[config.mk]
export PLATFORM = sky130hd
export DESIGN_NAME = pipelined_cla_adder
export DESIGN_NICKNAME = d
export VERILOG_FILES = /design/src/rtl/pipelined_cla_adder.sv
export SDC_FILE = /design/constraint.sdc
export NUM_CORES = 1
export LEC_CHECK = 0
export CAP_MARGIN = 20
export CORE_ASPECT_RATIO = 0.5
export CORE_MARGIN = 3
export CORE_UTILIZATION = 54
export DETAILED_ROUTE_END_ITERATION = 10
export PLACE_DENSITY_LB_ADDON = 0.15
export SYNTH_ARGS = -nofsm -noshare
export SYNTH_HDL_FRONTEND = slang
export SYNTH_SLANG_ARGS = --single-unit
[constraint.sdc]
create_clock -name clk -period 4.9 [get_ports clk]
set_input_delay 0.98 -clock clk [delete_from_list [all_inputs] [get_ports clk]]
set_output_delay 0.98 -clock clk [all_outputs]
set_load 0.02 [all_outputs]
[src/rtl/pipelined_cla_adder.sv]
// Pipelined carry-lookahead adder/subtractor: one G-bit group resolved per stage,
// global stall on output backpressure, registered carry/overflow/zero flags.
module pipelined_cla_adder #(
  parameter int N = 32,
  parameter int G = 8
) (
  input  logic         clk,
  input  logic         reset,
  input  logic         in_valid,
  output logic         in_ready,
  input  logic [N-1:0] a,
  input  logic [N-1:0] b,
  input  logic         c_in,
  input  logic         sub,
  output logic         out_valid,
  input  logic         out_ready,
  output logic [N-1:0] s,
  output logic         c_out,
  output logic         ovf,
  output logic         zero
);
  localparam int S = N / G;

  logic         stall;
  logic [S-1:0] vld_p;
  logic [S-1:0] vld_src;
  logic [N-1:0] a_p     [S];
  logic [N-1:0] b_p     [S];
  logic [N-1:0] sum_p   [S];
  logic         cy_p    [S];
  logic [N-1:0] a_src   [S];
  logic [N-1:0] b_src   [S];
  logic [N-1:0] sum_src [S];
  logic         cy_src  [S];
  logic [N-1:0] sum_n   [S];
  logic         cy_n    [S];
  logic         ctop_n;
  logic [N-1:0] s_q;
  logic         c_out_q;
  logic         ovf_q;
  logic         zero_q;

  assign out_valid = vld_p[S-1];
  assign stall     = out_valid & ~out_ready;
  assign in_ready  = ~stall;

  // Entry: subtract is folded into an inverted B with the carry forced high;
  // later stages take their inputs from the previous stage registers.
  always_comb begin
    a_src[0]   = a;
    b_src[0]   = sub ? ~b : b;
    sum_src[0] = '0;
    cy_src[0]  = sub | c_in;
    vld_src[0] = in_valid;
    for (int i = 1; i < S; i++) begin
      a_src[i]   = a_p[i-1];
      b_src[i]   = b_p[i-1];
      sum_src[i] = sum_p[i-1];
      cy_src[i]  = cy_p[i-1];
      vld_src[i] = vld_p[i-1];
    end
  end

  // Per-stage group resolve: generate/propagate chain seeded by the incoming group carry.
  always_comb begin
    logic c;
    logic p;
    logic g;
    int   k;
    c      = 1'b0;
    p      = 1'b0;
    g      = 1'b0;
    k      = 0;
    ctop_n = 1'b0;
    for (int i = 0; i < S; i++) begin
      c        = cy_src[i];
      sum_n[i] = sum_src[i];
      for (int j = 0; j < G; j++) begin
        k           = i * G + j;
        p           = a_src[i][k] ^ b_src[i][k];
        g           = a_src[i][k] & b_src[i][k];
        sum_n[i][k] = p ^ c;
        if (k == N - 1) ctop_n = c;
        c = g | (p & c);
      end
      cy_n[i] = c;
    end
  end

  // Stage registers: valid bits are reset, operand/sum skew registers are not.
  always_ff @(posedge clk or posedge reset) begin
    if (reset) begin
      vld_p <= '0;
    end else if (!stall) begin
      for (int i = 0; i < S; i++) vld_p[i] <= vld_src[i];
    end
  end

  always_ff @(posedge clk) begin
    if (!stall) begin
      for (int i = 0; i < S; i++) begin
        a_p[i]   <= a_src[i];
        b_p[i]   <= b_src[i];
        sum_p[i] <= sum_n[i];
        cy_p[i]  <= cy_n[i];
      end
    end
  end

  // Output stage: result and flags load together; a bubble loads zeros so the
  // outputs read 0 whenever out_valid is low.
  always_ff @(posedge clk or posedge reset) begin
    if (reset) begin
      s_q     <= '0;
      c_out_q <= 1'b0;
      ovf_q   <= 1'b0;
      zero_q  <= 1'b0;
    end else if (!stall) begin
      if (vld_src[S-1]) begin
        s_q     <= sum_n[S-1];
        c_out_q <= cy_n[S-1];
        ovf_q   <= cy_n[S-1] ^ ctop_n;
        zero_q  <= (sum_n[S-1] == '0);
      end else begin
        s_q     <= '0;
        c_out_q <= 1'b0;
        ovf_q   <= 1'b0;
        zero_q  <= 1'b0;
      end
    end
  end

  assign s     = s_q;
  assign c_out = c_out_q;
  assign ovf   = ovf_q;
  assign zero  = zero_q;

endmodule

==> results.txt <==
Part of the total power dissipated in combinational logic -> 26.0%
Max rail drop VDD -> 0.344 mV
Mean instance size in the synthesized netlist -> 16.3 um^2
Final net count -> 657
CTS Hold Bufs -> 0
Total setup violations reported at the end of the flow -> 0
Result of the run -> complete, no violations
Routed wire per std cell -> 17.1 um
Pint -> 3.71 mW
I/O Pins -> 107
Post-synthesis share of cell area spent on and, or, nand and nor gates -> 8.07%
Number of antenna violations at the first check in global routing -> 1
Xor and xnor area share after synthesis -> 4.03%
Sum of overflow across all layers after global routing -> 0
Die ar. -> 14800 um^2
Final antenna diode count -> 0
Gp weighted congestion -> 0.774
Library cell used as clock root buffer -> sky130_fd_sc_hd__clkbuf_16
Layout Utilization -> 70.1%
Static leakage power -> 3.63 nW
TritonCTS clock tree -> done
Pre-CTS worst setup slack -> -0.194 ns
RSZ-0062 raised after global routing -> false
Number of vias per cell -> 5.01
Largest net degree at the start of global routing -> 187
Worst path setup slack after routing -> 0.263 ns
WS Path Type -> input port to flip-flop
Clk_skew -> 0.0106 ns
Count of buffers from port buffering -> 106
Startpoint types -> input port
Leading cell type in the layout, fill and taps excluded -> sky130_fd_sc_hd__edfxtp_1
Least-Margin Pin Slew -> 0.895 ns
Global routing usage summed across all routing layers -> 18.4%
Worst hold path class -> flip-flop to flip-flop
Final Routed Wirelength -> 12700 um
Starting density of the core -> 56.0%
Power share of the clock group -> 23.8%
Critical path arrival -> 4.81 ns
Pre-antenna DRT Iters -> 4
Latest clock arrival within the worst-skew pair -> 0.43 ns
Achievable Freq -> 0.216 GHz
Post-route antenna net violation count -> 0
Switching share of power -> 31.6%
CTS Sinks -> 186
CTS buffer count -> 17
Most frequent cells in the layout -> sky130_fd_sc_hd__edfxtp_1 (147), sky130_fd_sc_hd__clkdlybuf4s50_1 (105), sky130_fd_sc_hd__nand2_1 (78)
Final hold violation count -> 0
Switching power summed over all nets -> 1.71 mW
Sequential power share -> 50.2%
Post-synthesis compound-gate area fraction -> 0.174%
Total number of H-tree levels -> 4
Proportion of layout cells with a drive suffix above 1 -> 7.92%
Row count -> 29
Clk buf depth -> 2
Fraction of the mapped netlist area in adder cells -> 8.93%
Wire length of the first global-routing pass -> 19800 um
Maximum fanout count along the critical path -> 1
Max-slew violations -> 0
Dominant combinational cell family by area after synthesis -> adder cells
Clock transition at the register clock pins on the worst setup and hold paths after CTS -> 0.07 ns
Area leader, netlist -> sky130_fd_sc_hd__edfxtp_1
Number of gates resized after CTS -> 0
Remaining max-slew budget at the tightest pin -> 40.4%
Routed vias -> 3697
DRT iter0 DRCs -> 295
Die boundary width -> 169 um
Area growth from synthesis to layout -> 25.1%
Synthesized netlist net count -> 543
Die Y-Extent -> 87.5 um
Flip-flop and latch count after synthesis -> 186
Multiplexer share of the synthesized area -> 0%
Count of distinct cell types in the synthesized netlist -> 22
Number of buffers inserted by post-CTS setup repair -> 0
Cell area after synthesis -> 7180 um^2
Final HPWL from detailed placement -> 8500 um
Worst setup slack for register-to-register paths -> 1.03 ns
Required time reported for the critical path endpoint -> 5.07 ns
Fin crit share -> 94.6%
Number of cells produced by synthesis -> 441
Post-layout minimum cycle time -> 4.64 ns
Core footprint -> 12800 um^2
Number of global-route vias before repair -> 3717
Remaining DRCs -> 0
Area share of the largest cell type after synthesis -> 61.5%
Endpoint kind of the worst setup timing path -> flip-flop
Ranking of synthesized cells by area -> sky130_fd_sc_hd__edfxtp_1 (62%), sky130_fd_sc_hd__dfrtp_1 (14%), sky130_fd_sc_hd__fa_1 (8.9%)
Count of maximum capacitance violations -> 0
Share of synthesized area occupied by flip-flops and latches -> 75.1%
PD cells -> 604 nW/um^2
Synth warn -> 0
[per-layer routing]
metal  vias to the layer above  global-route usage, %  wire (um)
li1                       1720                      -          -
met1                      1844                   25.9       5630
met2                       111                   28.2       5950
met3                        20                   5.17        900
met4                         2                   6.41        161
met5                         -                      0         13
[sequential cells by signal, summed over array words and instances, names as in the netlist]
signal / count
a_p: 48
b_p: 48
c_out: 1
cy_p: 3
ovf: 1
s: 32
sum_p: 48
vld_p: 4
zero: 1
[path summary, 6_finish.rpt]
path,from,endpoint,cells past startpoint
setup / recovery,b[0],sum_p[0][7],11
hold / removal,b_p[0][26],b_p[1][26],0
setup reg to reg,a_p[2][24],zero,13
hold reg to reg,b_p[0][26],b_p[1][26],0
max in group asynchronous,reset,s[19],3
min in group asynchronous,reset,vld_p[2],2
[synth_stat cells]
cell                       number
sky130_fd_sc_hd__nand2_1       78
sky130_fd_sc_hd__nor2_1         2
sky130_fd_sc_hd__inv_2          1
sky130_fd_sc_hd__nor4b_1        2
sky130_fd_sc_hd__nor4_1         4
sky130_fd_sc_hd__nor2b_4        1
sky130_fd_sc_hd__nor4b_2        1
sky130_fd_sc_hd__xnor2_1        7
sky130_fd_sc_hd__nand4b_1       1
sky130_fd_sc_hd__xor2_1        26
sky130_fd_sc_hd__buf_4          5
sky130_fd_sc_hd__clkbuf_1       4
sky130_fd_sc_hd__dfrtp_1       39
sky130_fd_sc_hd__buf_2          7
sky130_fd_sc_hd__nand3_1       30
sky130_fd_sc_hd__nand4_1        2
sky130_fd_sc_hd__nand2b_1       1
sky130_fd_sc_hd__inv_1         46
sky130_fd_sc_hd__fa_1          32
sky130_fd_sc_hd__nand3b_1       4
sky130_fd_sc_hd__o31ai_2        1
sky130_fd_sc_hd__edfxtp_1     147
[critical path, cell delays in order]
cell,delay [ns]
sky130_fd_sc_hd__clkdlybuf4s50_1,0.43
sky130_fd_sc_hd__xnor2_1,0.15
sky130_fd_sc_hd__fa_1,0.39
sky130_fd_sc_hd__fa_1,0.42
sky130_fd_sc_hd__fa_1,0.44
sky130_fd_sc_hd__fa_2,0.38
sky130_fd_sc_hd__fa_2,0.37
sky130_fd_sc_hd__fa_2,0.37
sky130_fd_sc_hd__fa_1,0.38
sky130_fd_sc_hd__inv_1,0.08
sky130_fd_sc_hd__fa_1,0.41
[area by class of cell]
| type | instances | area (um^2) |
|---|---|---|
| Inverter | 47 | 181 |
| Fill cell | 874 | 3830 |
| Clock inverter | 15 | 133 |
| Multi-Input combinational cell | 192 | 1530 |
| Clock buffer | 17 | 425 |
| Timing Repair Buffer | 111 | 1110 |
| Tap cell | 170 | 213 |
| Sequential cell | 186 | 5390 |
[through the flow]
step                setup TNS (ns)  hold WS, ns  power, mW  cells  cell area (um^2)
CTS                              0        0.414       5.48    738              8980
detailed placement          -0.194        0.405       4.17    706              8420
finish                           0        0.411       5.42    738              8980
global route                     0        0.424       5.72    738              8980
floorplan                        0        0.400       3.48    441              7180
global placement            -0.121        0.400       4.10    706              8420
[kinds of logic after synthesis]
| kind of cell | count (synthesis) |
|---|---|
| compound gates | 1 |
| xor+xnor | 33 |
| fa+ha+maj | 32 |
| buf+inv | 63 |
| flops | 186 |
| simple gates | 126 |
[power by group through the flow]
stage | Clock, mW | Combinational (mW) | Sequential, mW
floorplan | 0 | 0.659 | 2.82
global placement | 0 | 1.37 | 2.73
detailed placement | 0 | 1.42 | 2.76
CTS | 1.31 | 1.44 | 2.73
global route | 1.37 | 1.56 | 2.79
finish | 1.29 | 1.41 | 2.72
Power figures use the tool's default switching activity.
